===== config.mk =====
export PLATFORM = sky130hd
export DESIGN_NAME = div_by_3_32
export DESIGN_NICKNAME = d
export VERILOG_FILES = /design/src/rtl/div3_pkg.sv /design/src/rtl/div3_step.sv /design/src/rtl/div_by_3_32.sv
export SDC_FILE = /design/constraint.sdc
export NUM_CORES = 1
export LEC_CHECK = 0
export ABC_CLOCK_PERIOD_IN_PS = 3110
export BUFFER_PORTS_ARGS = -buffer_cell sky130_fd_sc_hd__buf_2
export CAP_MARGIN = 20
export CORE_UTILIZATION = 31
export CTS_CLUSTER_SIZE = 12
export DETAILED_ROUTE_END_ITERATION = 8
export SLEW_MARGIN = 20
export SYNTH_ARGS = -nofsm -noshare
export SYNTH_HDL_FRONTEND = slang
export SYNTH_SLANG_ARGS = --single-unit
export TNS_END_PERCENT = 5

===== constraint.sdc =====
create_clock -name clk -period 3.11 [get_ports clk]
set_input_delay 0.311 -clock clk [delete_from_list [all_inputs] [get_ports clk]]
set_output_delay 0.311 -clock clk [all_outputs]
set_load 0.05 [all_outputs]

===== src/rtl/div3_pkg.sv =====
// Shared types and constants for the divide-by-3 datapath.
package div3_pkg;

  typedef enum logic {
    IDLE = 1'b0,
    RUN  = 1'b1
  } state_t;

  localparam int unsigned DIVISOR       = 3;
  localparam int unsigned DEFAULT_WIDTH = 32;

  // Iteration counter width; a 1-bit floor keeps tiny widths legal.
  function automatic int unsigned cnt_width(input int unsigned w);
    return (w > 1) ? $clog2(w) : 1;
  endfunction

endpackage


===== src/rtl/div3_step.sv =====
// One restoring division step by the constant divisor: shifts a dividend bit
// into the 2-bit partial remainder and subtracts the divisor when it fits.
module div3_step
  import div3_pkg::*;
(
  input  logic [1:0] r,
  input  logic       dbit,
  output logic [1:0] r_next,
  output logic       qbit
);

  logic [2:0] t;
  logic [2:0] diff;

  assign t      = {r, dbit};
  assign diff   = t - 3'(DIVISOR);
  assign qbit   = (t >= 3'(DIVISOR));
  // r <= 2 on entry keeps t <= 5, so the difference always fits in 2 bits
  assign r_next = qbit ? diff[1:0] : t[1:0];

endmodule


===== src/rtl/div_by_3_32.sv =====
// Sequential exact divider by 3: one restoring step per cycle, WIDTH cycles
// per operand, registered quotient/remainder with a one-cycle valid pulse.
module div_by_3_32
  import div3_pkg::*;
#(
  parameter int unsigned WIDTH = DEFAULT_WIDTH
) (
  input  logic             clk,
  input  logic             rst,
  input  logic             en,
  input  logic [WIDTH-1:0] x,
  output logic [WIDTH-1:0] out,
  output logic [1:0]       rem,
  output logic             valid,
  output logic             busy
);

  localparam int unsigned CNT_W = cnt_width(WIDTH);

  state_t             state;
  state_t             state_nxt;
  logic [WIDTH-1:0]   d;
  logic [WIDTH-1:0]   q;
  logic [1:0]         r;
  logic [CNT_W-1:0]   cnt;

  logic               load_c;
  logic               step_c;
  logic               last_c;
  logic [1:0]         r_nxt;
  logic               qbit;
  logic [WIDTH-1:0]   q_nxt;

  div3_step u_step (
    .r      (r),
    .dbit   (d[WIDTH-1]),
    .r_next (r_nxt),
    .qbit   (qbit)
  );

  assign q_nxt = {q[WIDTH-2:0], qbit};

  // State register
  always_ff @(posedge clk or posedge rst) begin
    if (rst) begin
      state <= IDLE;
    end else begin
      state <= state_nxt;
    end
  end

  // Next-state logic
  always_comb begin
    state_nxt = state;
    case (state)
      IDLE: if (en) state_nxt = RUN;
      RUN:  if (cnt == '0) state_nxt = IDLE;
      default: state_nxt = IDLE;
    endcase
  end

  // Control decode
  always_comb begin
    load_c = 1'b0;
    step_c = 1'b0;
    last_c = 1'b0;
    case (state)
      IDLE: load_c = en;
      RUN: begin
        step_c = 1'b1;
        last_c = (cnt == '0);
      end
      default: ;
    endcase
  end

  // Shift registers, counter and output registers
  always_ff @(posedge clk or posedge rst) begin
    if (rst) begin
      d     <= '0;
      q     <= '0;
      r     <= '0;
      cnt   <= '0;
      out   <= '0;
      rem   <= '0;
      valid <= 1'b0;
      busy  <= 1'b0;
    end else begin
      valid <= 1'b0;
      if (load_c) begin
        d    <= x;
        q    <= '0;
        r    <= '0;
        cnt  <= CNT_W'(WIDTH - 1);
        busy <= 1'b1;
      end else if (step_c) begin
        d   <= {d[WIDTH-2:0], 1'b0};
        q   <= q_nxt;
        r   <= r_nxt;
        cnt <= cnt - CNT_W'(1);
        if (last_c) begin
          out   <= q_nxt;
          rem   <= r_nxt;
          valid <= 1'b1;
          busy  <= 1'b0;
        end
      end
    end
  end

endmodule


Yosys cells after proc, flatten, opt, wreduce, memory -nomap -nowiden
Index checks and enable logic that the tools add are counted.
Word-level totals
  bits in registers: 107
  input bits: 35
  output and inout bits: 36
  logic and storage cells: 40
Operators by class
  $add $sub $neg: 2
  magnitude comparators: 1
  multiplexer cells: 21
  bitwise gates (word level): 2
  reductions and logical operators: 5
Operator list (number)
  two-way mux 32 bit: 2
  two-way mux 31 bit: 2
  two-way mux 1 bit: 11
  two-way mux 5 bit: 2
  two-way mux 2 bit: 3
  logical NOT 5 bit: 1
  subtractor 5 x 1 -> 5 bit (second input constant): 1
  nonzero test 2 bit: 2
  >= comparator 3 x 2 -> 1 bit (second input constant): 1
  AND reduction 3 bit: 1
  inverter 1 bit: 2
  case mux 1 bit (2 select lines): 1
  AND reduction 2 bit: 1
  subtractor 2 bit (second input constant): 1

Logic depth before layout (Yosys ltp)
  depth in word-level cells: 5
  depth in mapped cells: 6

Hierarchy
Synthesis repeated with hierarchy kept, for this count alone.
Second synthesis, totals
  cell total of the unflattened synthesis: 388
  area, all modules: 4406.7 um^2
By module, submodules not included
  div_by_3_32: instances 1, cells an instance 380, area an instance 4352.9 um^2
  div3_step: instances 1, cells an instance 8, area an instance 53.8 um^2

Worst setup path after synthesis
Ideal clock, no wire load.
  path kind: reg2reg
  from: reg cnt[0]
  to: reg out[13]
  library setup time: 125 ps
  arrival: 1686 ps
  data required time: 2985 ps
  path slack: 1300 ps
  stages on the path, launching flop included: 7
  clock period less this slack: 1810 ps
  cell sequence: dfrtp_1 -> inv_1 -> ha_1 -> nand2_1 -> nor4_4 -> buf_6 -> mux2_2
On the way
  longest elaborated chain between the ends: 3
RTL lines
  start, declared: line div_by_3_32.sv:25  | logic [CNT_W-1:0] cnt;
  start signal, assigned: line div_by_3_32.sv:94  | cnt <= CNT_W'(WIDTH - 1);
  start signal, assigned: line div_by_3_32.sv:100  | cnt <= cnt - CNT_W'(1);
  logical NOT 5 bit: line div_by_3_32.sv:71  | last_c = (cnt == '0);
  two-way mux 1 bit: line div_by_3_32.sv:67  | case (state)
  AND reduction 3 bit (no line)
  end signal, assigned: line div_by_3_32.sv:102  | out <= q_nxt;
  end, declared: line div_by_3_32.sv:12  | output logic [WIDTH-1:0] out,
Every way passes these cells.
A chain may end at the register's enable or synchronous reset.

Final worst setup path
  from: reg cnt[0]
  to: reg out[0]
The elaborated chain is that of the path after synthesis.

==> metrics.md <==
| Metric | Value |
|---|---|
| DRT Pass-1 Iters | 4 |
| FMAX | 526.8 MHz |
| Yosys warning count | 0 |
| Crit end category | flip-flop |
| Gr ovfl total | 0 |
| Vias | 2912 |
| First-pass GRT wire length | 14.31 mm |
| CP bufs+invs | 2 |
| WL final | 8.264 mm |
| Largest net degree at the start of global routing | 86 |
| I/O Pins | 71 |
| Port Buffers | 70 |
| # Post-CTS Setup Buffers | 0 |
| Maximum vdd drop | 0.0004002 V |
| ANT nets after route | 0 |
| # diodes | 0 |
| Fin nets | 487 |
| Cell Int Power | 3.197 mW |
| Worst hold path type | in -> async |
| Clk_lat worst skew | 0.35 ns |
| Post-synth top area cell | dfrtp_1 |
| Initial DRC Count | 109 |
| Proportion of layout cells with a drive suffix above 1 | 27.69% |
| Synth Net Count | 425 |
| Sequential share of the synthesized area | 61.02% |
| Commonest non-fill, non-tap cell in the layout | dfrtp_1 |
| Lkg Pwr | 2.553 nW |
| Core ar. | 13830 sq um |
| Synth cell types | 23 |
| Pins Over Slew Limit | 0 |
| Vias per std cell | 4.586 |
| Post-DP HPWL | 5.271 mm |
| Core Util, Final | 37.60% |
| Hold WS | 0.09238 ns |
| Most frequent cells in the layout | dfrtp_1, nand2_1, buf_2, o21ai_0, mux2i_1 |
| Kind of critical path | reg -> reg |
| Gates resized, CTS repair | 0 |
| DR WL/cell | 13.01 um |
| CP max stage cell | buf_4 |
| Remaining DRCs | 0 |
| Crit-path max cell delay | 0.46 ns |
| Synth Register Bits | 107 |
| Final Critical Period | 1.898 ns |
| RSZ-0062 raised after global routing | false |
| Synth area leaders | dfrtp_1, mux2_2, nand2_1 |
| Routability Congestion | 0.6485 |
| Crit-path cells | inv_1 > ha_1 > nand2_1 > nor4_4 > buf_4 > mux2_2 |
| Status | finished clean |
| Synthesized area | 4388 sq um |
| Startpoint types | flip-flop |
| DIE AREA | 14640 sq um |
| Initial antenna violation count | 0 |
| CTS root buffer | clkbuf_16 |
| Die height | 121.0 um |
| Layout Area Growth over Synthesis | 18.48% |
| Switching Fraction | 41.44% |
| Yosys top cell area share | 61.02% |
| Setup Slack @ Placement | 1.178 ns |
| Setup Skew | 0.01296 ns |
| # clock sinks | 107 |
| H-tree levels | 3 |
| Initial core utilization | 31.73% |
| CTS tree | done |
| Post-route setup slack | 1.212 ns |
| Syn Area/Cell | 11.31 sq um |
| CTS Buf Count | 9 |
| Crit path required time | 3.34 ns |
| Worst Path Arrival | 2.13 ns |
| NetSw | 2.262 mW |
| GR Util All Layers | 12.55% |
| Syn Inst Count | 388 |
| Worst-margin pin slew | 0.8216 ns |
| Final hold vios | 0 |
| CTS Buffer Depth | 2 |
| Relative slew slack | 45.11% |
| PwrDens | 1050 nW/um^2 |
| Vias in the first global route | 2924 |
| Final setup viols | 0 |
| Worst path top cell family by delay | buffers and inverters |
| Number of hold buffers added after cts | 0 |
| Max-cap violations | 0 |
| Clock Pin Slew Worst Setup and Hold Paths | 0.08 ns |
| Final Cycle Share | 61.04% |
| Std-Cell Rows | 43 |
| Final setup TNS | 0 ns |
| Die width | 121.0 um |
| Clock power frac | 20.2% |
| Sequential share of power | 43.6% |
| Logic pwr share | 36.2% |
| Crit path max fanout | 37 |
cell families after synthesis:
group,count (synthesis),share of synthesized area (%)
flops,107,61.02
simple gates,106,9.723
compound gates,75,9.153
mux,67,16.22
buf+inv,31,3.307
fa+ha+maj,2,0.5702
worst register-to-register path, delay by kind of cell (launching register included):
family	cells	cell delay, ns
fa+ha+maj	1	0.18
buf+inv	2	0.53
flops	1	0.40
mux	1	0.40
simple gates	2	0.28
stage by stage:
| step | power [mW] | instance area, sq um | std cells |
|---|---|---|---|
| 2_1_floorplan | 3.918 | 4392 | 388 |
| 3_3_place_gp | 4.346 | 4898 | 618 |
| 3_5_place_dp | 4.422 | 4898 | 618 |
| 4_1_cts | 5.552 | 5184 | 634 |
| 5_1_grt | 5.858 | 5199 | 635 |
| 6_report | 5.460 | 5199 | 635 |
synth_stat cells, drive strengths merged:
master,number
a211o,1
a21boi,1
a21oi,4
a22o,2
buf,8
clkbuf,17
dfrtp,107
ha,2
inv,6
mux2,33
mux2i,34
nand2,95
nor2,4
nor2b,1
nor3,3
nor4,1
o21ai,62
o22a,1
o22ai,1
o31ai,3
or3,2
layer usage:
layer	vias up	track usage (%)	share of wire (%)	routed length (um)
met1	1406	15.58	46	3794
met2	53	20.11	47	3895
met4	0	5.093	1.6	136
met5	-	0	0	0
met3	11	4.088	5.3	438
li1	1442	-	-	-
path summary, 6_finish.rpt:
kind                       startpoint  cells after the start      to  slack (ns)
min reg2reg                      d[3]                      2    d[4]        0.49
min                               rst                      2  out[8]        0.09
min in group clk                 x[0]                      3    d[0]        0.21
max                            cnt[0]                      6  out[0]        1.21
max reg2reg                    cnt[0]                      6  out[0]        1.21
max in group asynchronous         rst                      3   state        2.17
state kept, by name (all words and copies together), names as in the netlist:
name / flops
q: 31
valid: 1
out: 32
busy: 1
r: 2
rem: 2
cnt: 5
d: 32
state: 1
power groups by stage:
stage | sequential, mW | clock (mW) | combinational (mW)
final | 2.38 | 1.10 | 1.98
after global routing | 2.48 | 1.19 | 2.19
after CTS | 2.39 | 1.15 | 2.01
after detailed placement | 2.42 | 0 | 2.01
after global placement | 2.40 | 0 | 1.95
after floorplan | 3.04 | 0 | 0.875
layout make-up:
type | count | area [sq um]
Clock buffer | 10 | 229.0
Clock inverter | 6 | 56.30
Fill cell | 1393 | 8628
Inverter | 6 | 26.28
Multi-Input combinational cell | 250 | 1565
Sequential cell | 107 | 2681
Tap cell | 180 | 225.2
Timing Repair Buffer | 76 | 415.4
Power figures use the tool's default switching activity.
